==> src/rtl/boreal_boot_ctrl.sv <==
// Secure boot sequencer: waits for the boot ROM verdict, retries failed
// attempts by pulsing the boot ROM reset, releases the CPU after a fixed
// delay on a pass, and locks down once the retry allowance is used up.
// A small register bank exposes status, the measured hash and the timer.
module boreal_boot_ctrl #(
    parameter int unsigned TIMEOUT_CYCLES = 1000000,
    parameter int unsigned RELEASE_DELAY  = 16,
    parameter int unsigned RETRY_HOLD     = 8,
    parameter int unsigned MAX_RETRY      = 2
) (
    input  logic        clk,
    input  logic        rst_n,
    input  logic        boot_done,
    input  logic        boot_pass,
    input  logic [31:0] boot_hash,
    output logic        bootrom_rst_n,
    output logic        cpu_rst_n,
    output logic        lockdown,
    output logic        fail_irq,
    input  logic        sel,
    input  logic        we,
    input  logic [31:0] addr,
    input  logic [31:0] wdata,
    output logic [31:0] rdata,
    output logic        ack
);

    typedef enum logic [2:0] {
        S_WAIT_BOOT = 3'd0,
        S_RETRY     = 3'd1,
        S_RELEASE   = 3'd2,
        S_RUN       = 3'd3,
        S_LOCKED    = 3'd4
    } state_t;

    // Terminal counts for the per-state counters.
    localparam logic [31:0] TIMEOUT_LAST = 32'(TIMEOUT_CYCLES - 1);
    localparam logic [15:0] RELEASE_LAST = 16'(RELEASE_DELAY);
    localparam logic [7:0]  HOLD_LAST    = 8'(RETRY_HOLD);
    localparam logic [3:0]  RETRY_MAX    = 4'(MAX_RETRY);

    state_t      state_reg;
    logic [31:0] timer_reg;
    logic [3:0]  retry_cnt_reg;
    logic [31:0] hash_reg;
    logic        pass_flag_reg;
    logic [15:0] dly_cnt_reg;
    logic [7:0]  hold_cnt_reg;
    logic        cpu_rst_n_reg;
    logic        bootrom_rst_n_reg;
    logic        lockdown_reg;
    logic        fail_irq_reg;
    logic [31:0] rdata_reg;
    logic        ack_reg;

    logic        attempt_pass;
    logic        attempt_fail;
    logic        lock_entry;
    logic        ctrl_clear;
    logic [31:0] read_data;
    logic        unused_bits;

    // A completed boot always wins over a coincident timeout.
    assign attempt_pass = (state_reg == S_WAIT_BOOT) && boot_done && boot_pass;
    assign attempt_fail = (state_reg == S_WAIT_BOOT) &&
                          (boot_done ? !boot_pass : (timer_reg == TIMEOUT_LAST));
    assign lock_entry   = attempt_fail && (retry_cnt_reg >= RETRY_MAX);
    assign ctrl_clear   = sel && we && (addr[3:2] == 2'd3) && wdata[0];

    // Only addr[3:2] and wdata[0] carry meaning.
    assign unused_bits = ^{addr[31:4], addr[1:0], wdata[31:1]};

    // Boot sequencing FSM with its timers and registered reset outputs.
    always_ff @(posedge clk or negedge rst_n) begin
        if (!rst_n) begin
            state_reg         <= S_WAIT_BOOT;
            timer_reg         <= 32'd0;
            retry_cnt_reg     <= 4'd0;
            hash_reg          <= 32'd0;
            pass_flag_reg     <= 1'b0;
            dly_cnt_reg       <= 16'd0;
            hold_cnt_reg      <= 8'd0;
            cpu_rst_n_reg     <= 1'b0;
            bootrom_rst_n_reg <= 1'b1;
            lockdown_reg      <= 1'b0;
        end else begin
            case (state_reg)
                S_WAIT_BOOT: begin
                    timer_reg <= timer_reg + 32'd1;
                    if (attempt_pass) begin
                        hash_reg      <= boot_hash;
                        pass_flag_reg <= 1'b1;
                        dly_cnt_reg   <= 16'd0;
                        state_reg     <= S_RELEASE;
                    end else if (attempt_fail) begin
                        if (lock_entry) begin
                            lockdown_reg <= 1'b1;
                            state_reg    <= S_LOCKED;
                        end else begin
                            retry_cnt_reg <= retry_cnt_reg + 4'd1;
                            hold_cnt_reg  <= 8'd0;
                            state_reg     <= S_RETRY;
                        end
                    end
                end
                S_RETRY: begin
                    // The boot ROM reset drops one cycle after the failing
                    // edge and stays low for HOLD_LAST cycles.
                    if (hold_cnt_reg == HOLD_LAST) begin
                        bootrom_rst_n_reg <= 1'b1;
                        timer_reg         <= 32'd0;
                        state_reg         <= S_WAIT_BOOT;
                    end else begin
                        bootrom_rst_n_reg <= 1'b0;
                        hold_cnt_reg      <= hold_cnt_reg + 8'd1;
                    end
                end
                S_RELEASE: begin
                    if (dly_cnt_reg == RELEASE_LAST) begin
                        cpu_rst_n_reg <= 1'b1;
                        state_reg     <= S_RUN;
                    end else begin
                        dly_cnt_reg <= dly_cnt_reg + 16'd1;
                    end
                end
                default: begin
                    // RUN and LOCKED hold until the next reset.
                end
            endcase
        end
    end

    // Sticky failure interrupt; a lockdown on the same edge beats a clear.
    always_ff @(posedge clk or negedge rst_n) begin
        if (!rst_n) begin
            fail_irq_reg <= 1'b0;
        end else if (lock_entry) begin
            fail_irq_reg <= 1'b1;
        end else if (ctrl_clear) begin
            fail_irq_reg <= 1'b0;
        end
    end

    // Register read decode. STATUS packs the state at [11:9], the retry
    // count at [8:5], a reserved zero at [4] and the flags at [3:0].
    always_comb begin
        read_data = 32'd0;
        case (addr[3:2])
            2'd0: read_data = {20'd0, state_reg, retry_cnt_reg, 1'b0,
                               fail_irq_reg, lockdown_reg, cpu_rst_n_reg, pass_flag_reg};
            2'd1: read_data = hash_reg;
            2'd2: read_data = timer_reg;
            default: read_data = 32'd0;
        endcase
    end

    // Bus response: one-cycle acknowledge, read data zero when not selected.
    always_ff @(posedge clk or negedge rst_n) begin
        if (!rst_n) begin
            ack_reg   <= 1'b0;
            rdata_reg <= 32'd0;
        end else begin
            ack_reg   <= sel;
            rdata_reg <= sel ? read_data : 32'd0;
        end
    end

    assign bootrom_rst_n = bootrom_rst_n_reg;
    assign cpu_rst_n     = cpu_rst_n_reg;
    assign lockdown      = lockdown_reg;
    assign fail_irq      = fail_irq_reg;
    assign rdata         = rdata_reg;
    assign ack           = ack_reg;

endmodule

==> config.mk <==
export PLATFORM = sky130hd
export DESIGN_NAME = boreal_boot_ctrl
export DESIGN_NICKNAME = d
export VERILOG_FILES = /design/src/rtl/boreal_boot_ctrl.sv
export SDC_FILE = /design/constraint.sdc
export NUM_CORES = 1
export LEC_CHECK = 0
export CAP_MARGIN = 20
export CORE_MARGIN = 3
export CORE_UTILIZATION = 50
export CTS_CLUSTER_DIAMETER = 30
export DETAILED_ROUTE_END_ITERATION = 10
export PLACE_DENSITY = 0.79
export SETUP_SLACK_MARGIN = 0.1
export SYNTH_ARGS = -nofsm -noshare
export SYNTH_HDL_FRONTEND = slang
export SYNTH_SLANG_ARGS = --single-unit
==> constraint.sdc <==
create_clock -name clk -period 4.4 [get_ports clk]
set_input_delay 0.88 -clock clk [delete_from_list [all_inputs] [get_ports clk]]
set_output_delay 0.88 -clock clk [all_outputs]
set_load 0.05 [all_outputs]
==> results.md <==
- GPL Wtd Cong: 0.8956
- CORE AREA: 0.01221 sq mm
- Fin. Hold Viols: 0
- First-pass GRT wire length: 24750 um
- Total GRT Usage: 21.75%
- Unrepaired setup endpoints after global routing: no
- Place WS: 1.524 ns
- Die Y: 118.7 um
- CP Capture Type: output port
- FFs w/ async S/R, synth: 100.0%
- Clock latency on the worst-skew pair: 0.42 ns
- Routed WL: 14930 um
- Die width: 118.7 um
- Top Layer Used: met4
- CTS tree: done
- Port-buffer cells: 77
- Vias per cell: 5.690
- Initial core utilization: 52.00%
- Worst vdd ir: 0.2779 mV
- Arrival time at the worst endpoint: 1.75 ns
- 1st-iter DRT viols: 575
- Met2 wire length: 7524 um
- Sw Share: 20.48%
- Power per cell area: 357.2 mW/mm^2
- Hold Path Class: register to register
- Antenna-violating nets left: 0
- # rows: 40
- NetSw: 0.0005777 W
- H-Tree Depth: 4
- Final worst-path cycle share: 59.86%
- Fin crit period: 2.634 ns
- Leak pwr: 3.516 nW
- Critical path's top delay family: buffers and inverters
- Max Cap Viol: 0
- Final setup fails: 0
- Worst-path cell chain: clkdlybuf4s50_1
- CP bufs+invs: 1
- Fmax achieved: 379.7 MHz
- Largest net degree at the start of global routing: 77
- CP max stage cell: clkdlybuf4s50_1
- Post-CTS sizing: 0
- Register area share after synthesis: 52.43%
- Setup bufs post-CTS: 0
- Total grt overflow: 0
- Crit Path Max Fanout: 2
- Rel. slew slack: 38.81%
- Total CTS buffers: 17
- Final Max Slew Viols: 0
- Ys flop type: dfrtp_1
- Average size of a mapped cell: 9.592 sq um
- Synthesis-to-layout area growth: 24.37%
- I/O Pins: 139
- Final WS setup: 1.766 ns
- Met3 WL: 618 um
- Crit-path max cell delay: 0.80 ns
- First-pass DRT Iterations: 5
- WL met1: 6518 um
- CP required: 3.52 ns
- Wire per inst: 16.35 um
- Initial antenna violation count: 0
- CTS root buf: clkbuf_16
- Logic pwr share: 4.2%
- Num Clock Sinks: 133
- Net Count, Synth: 771
- Nets: 841
- Netlist cell types: 49
- Clock network fraction of total power: 52.2%
- Clock skew: 0.007154 ns
- Mapped Cells: 662
- Setup TNS: 0 ns
- Clk slew on worst S/H paths: 0.05 ns
- Layout cell share with drive strength beyond 1: 7.248%
- EDFF count, synth: 0
- Vias in the first global route: 5090
- Ant diodes: 0
- Placed wire-length estimate: 9992 um
- DRC Markers: 0
- Pint: 0.002243 W
- Worst Tran Pin Value: 0.9095 ns
- Die area: 0.01409 sq mm
- Yosys warns: 0
- Mapped cell area: 0.006350 sq mm
- Status: complete, no violations
- Post-cts hold buffer count: 0
- CTS Buffer Depth: 2
- Synth Register Bits: 133
- Seq pwr share: 43.6%
- Vias: 5195
- Startpoint types: register
- Setup CP Type: register to output port
-- final cells by class --
cell class              instances  area (sq um)
inverters                      19         71.32
flip-flops and latches        133          3329
fillers                       993          4314
repair buffers                 86         868.3
clock buffers                  24         501.7
clock inverters                 8         120.1
multi-input cells             475          2796
well taps                     168         210.2
-- stage by stage --
step	cell area, sq um	std cells	hold slack [ns]	utilization, %	total power [W]
4_1_cts	7870	912	0.3982	64.45	0.002835
3_5_place_dp	7248	880	0.3824	59.35	0.001370
6_report	7898	913	0.3999	64.67	0.002821
3_3_place_gp	7248	880	0.3822	59.35	0.001368
5_1_grt	7898	913	0.4133	64.67	0.002914
2_1_floorplan	6350	662	0.4340	-	0.001290
-- cells by family (layout without fill, tap and decap cells) --
kind of cell | Yosys count | in the layout | share of synthesized area [%]
and+or+nand+nor | 328 | 328 | 26.38
AOI/OAI and AO/OA | 103 | 103 | 10.84
muxes | 13 | 13 | 2.049
adders and majority gates | 7 | 7 | 1.379
buffers and inverters | 54 | 137 | 3.606
xor gates and xnor gates | 24 | 24 | 3.310
DFF | 133 | 133 | 52.43
-- cell usage in the layout, fill, tap and decap left out, types with 6 or more instances in the layout --
master / netlist / layout
a21oi_1: 26 / 26
nand2_1: 146 / 146
and4_1: 8 / 8
nor2_1: 35 / 34
nor4_1: 13 / 13
inv_1: 19 / 19
buf_4: 0 / 8
mux2i_1: 13 / 13
and3_1: 6 / 6
and2_1: 11 / 11
xnor2_1: 19 / 19
ha_1: 7 / 7
o21ai_0: 19 / 19
nand3_1: 25 / 25
clkdlybuf4s50_1: 0 / 76
dfrtp_1: 132 / 132
a22oi_1: 21 / 21
o31ai_1: 18 / 18
nand4_1: 10 / 10
or4_1: 21 / 21
nor2b_1: 23 / 22
clkbuf_16: 0 / 17
or3_1: 7 / 7
-- power by group through the flow --
stage / clock network (W) / logic, W / registers, W
2_1_floorplan: 0 / 0.0000240 / 0.00127
3_3_place_gp: 0 / 0.000116 / 0.00125
3_5_place_dp: 0 / 0.000118 / 0.00125
4_1_cts: 0.00149 / 0.000118 / 0.00123
5_1_grt: 0.00156 / 0.000129 / 0.00123
6_report: 0.00147 / 0.000119 / 0.00123
-- Yosys cell counts, types with 2 or more instances --
library cell	n	share of area [%]
ha_1	7	1.4
xor2_1	5	0.69
buf_2	3	0.24
mux2i_1	13	2.0
o221ai_1	2	0.28
o21ai_0	19	1.5
o31ai_1	18	2.1
nand4_1	10	0.99
a21o_1	4	0.47
nor3_1	5	0.39
clkbuf_1	29	1.7
o22ai_1	3	0.30
nor4b_1	5	0.69
xnor2_1	19	2.6
nand2b_1	4	0.39
and2_1	11	1.1
nor4_1	13	1.3
inv_1	19	1.1
nor2b_1	23	2.3
buf_6	3	0.53
or3_4	2	0.35
a22oi_1	21	2.5
nand2_1	146	8.6
or3_1	7	0.69
and3_1	6	0.59
a21oi_1	26	2.0
and4_1	8	1.1
nor2_1	35	2.1
or4_1	21	2.5
nand3_1	25	2.0
dfrtp_1	132	52
-- layer usage --
| metal | vias to the layer above | GRT usage [%] |
|---|---|---|
| li1 | 2473 | - |
| met1 | 2551 | 28.27 |
| met2 | 137 | 35.60 |
| met3 | 34 | 5.311 |
| met4 | 0 | 7.748 |
| met5 | - | 0 |
-- final timing paths --
| check | startpoint | to | slack [ns] | cells past startpoint |
|---|---|---|---|---|
| max | bootrom_rst_n$_DFFE_PN1N_ | bootrom_rst_n | 1.77 | 1 |
| min | retry_cnt_reg[3]$_DFFE_PN0P_ | retry_cnt_reg[3]$_DFFE_PN0P_ | 0.40 | 0 |
| max reg2reg | timer_reg[2]$_DFFE_PN0P_ | timer_reg[31]$_DFFE_PN0P_ | 1.84 | 5 |
| min reg2reg | retry_cnt_reg[3]$_DFFE_PN0P_ | retry_cnt_reg[3]$_DFFE_PN0P_ | 0.40 | 0 |
| max in group asynchronous | rst_n | bootrom_rst_n$_DFFE_PN1N_ | 3.00 | 2 |
| min in group asynchronous | rst_n | dly_cnt_reg[9]$_DFFE_PN0P_ | 0.52 | 1 |
Note: power is estimated with default switching activity, not from simulation.
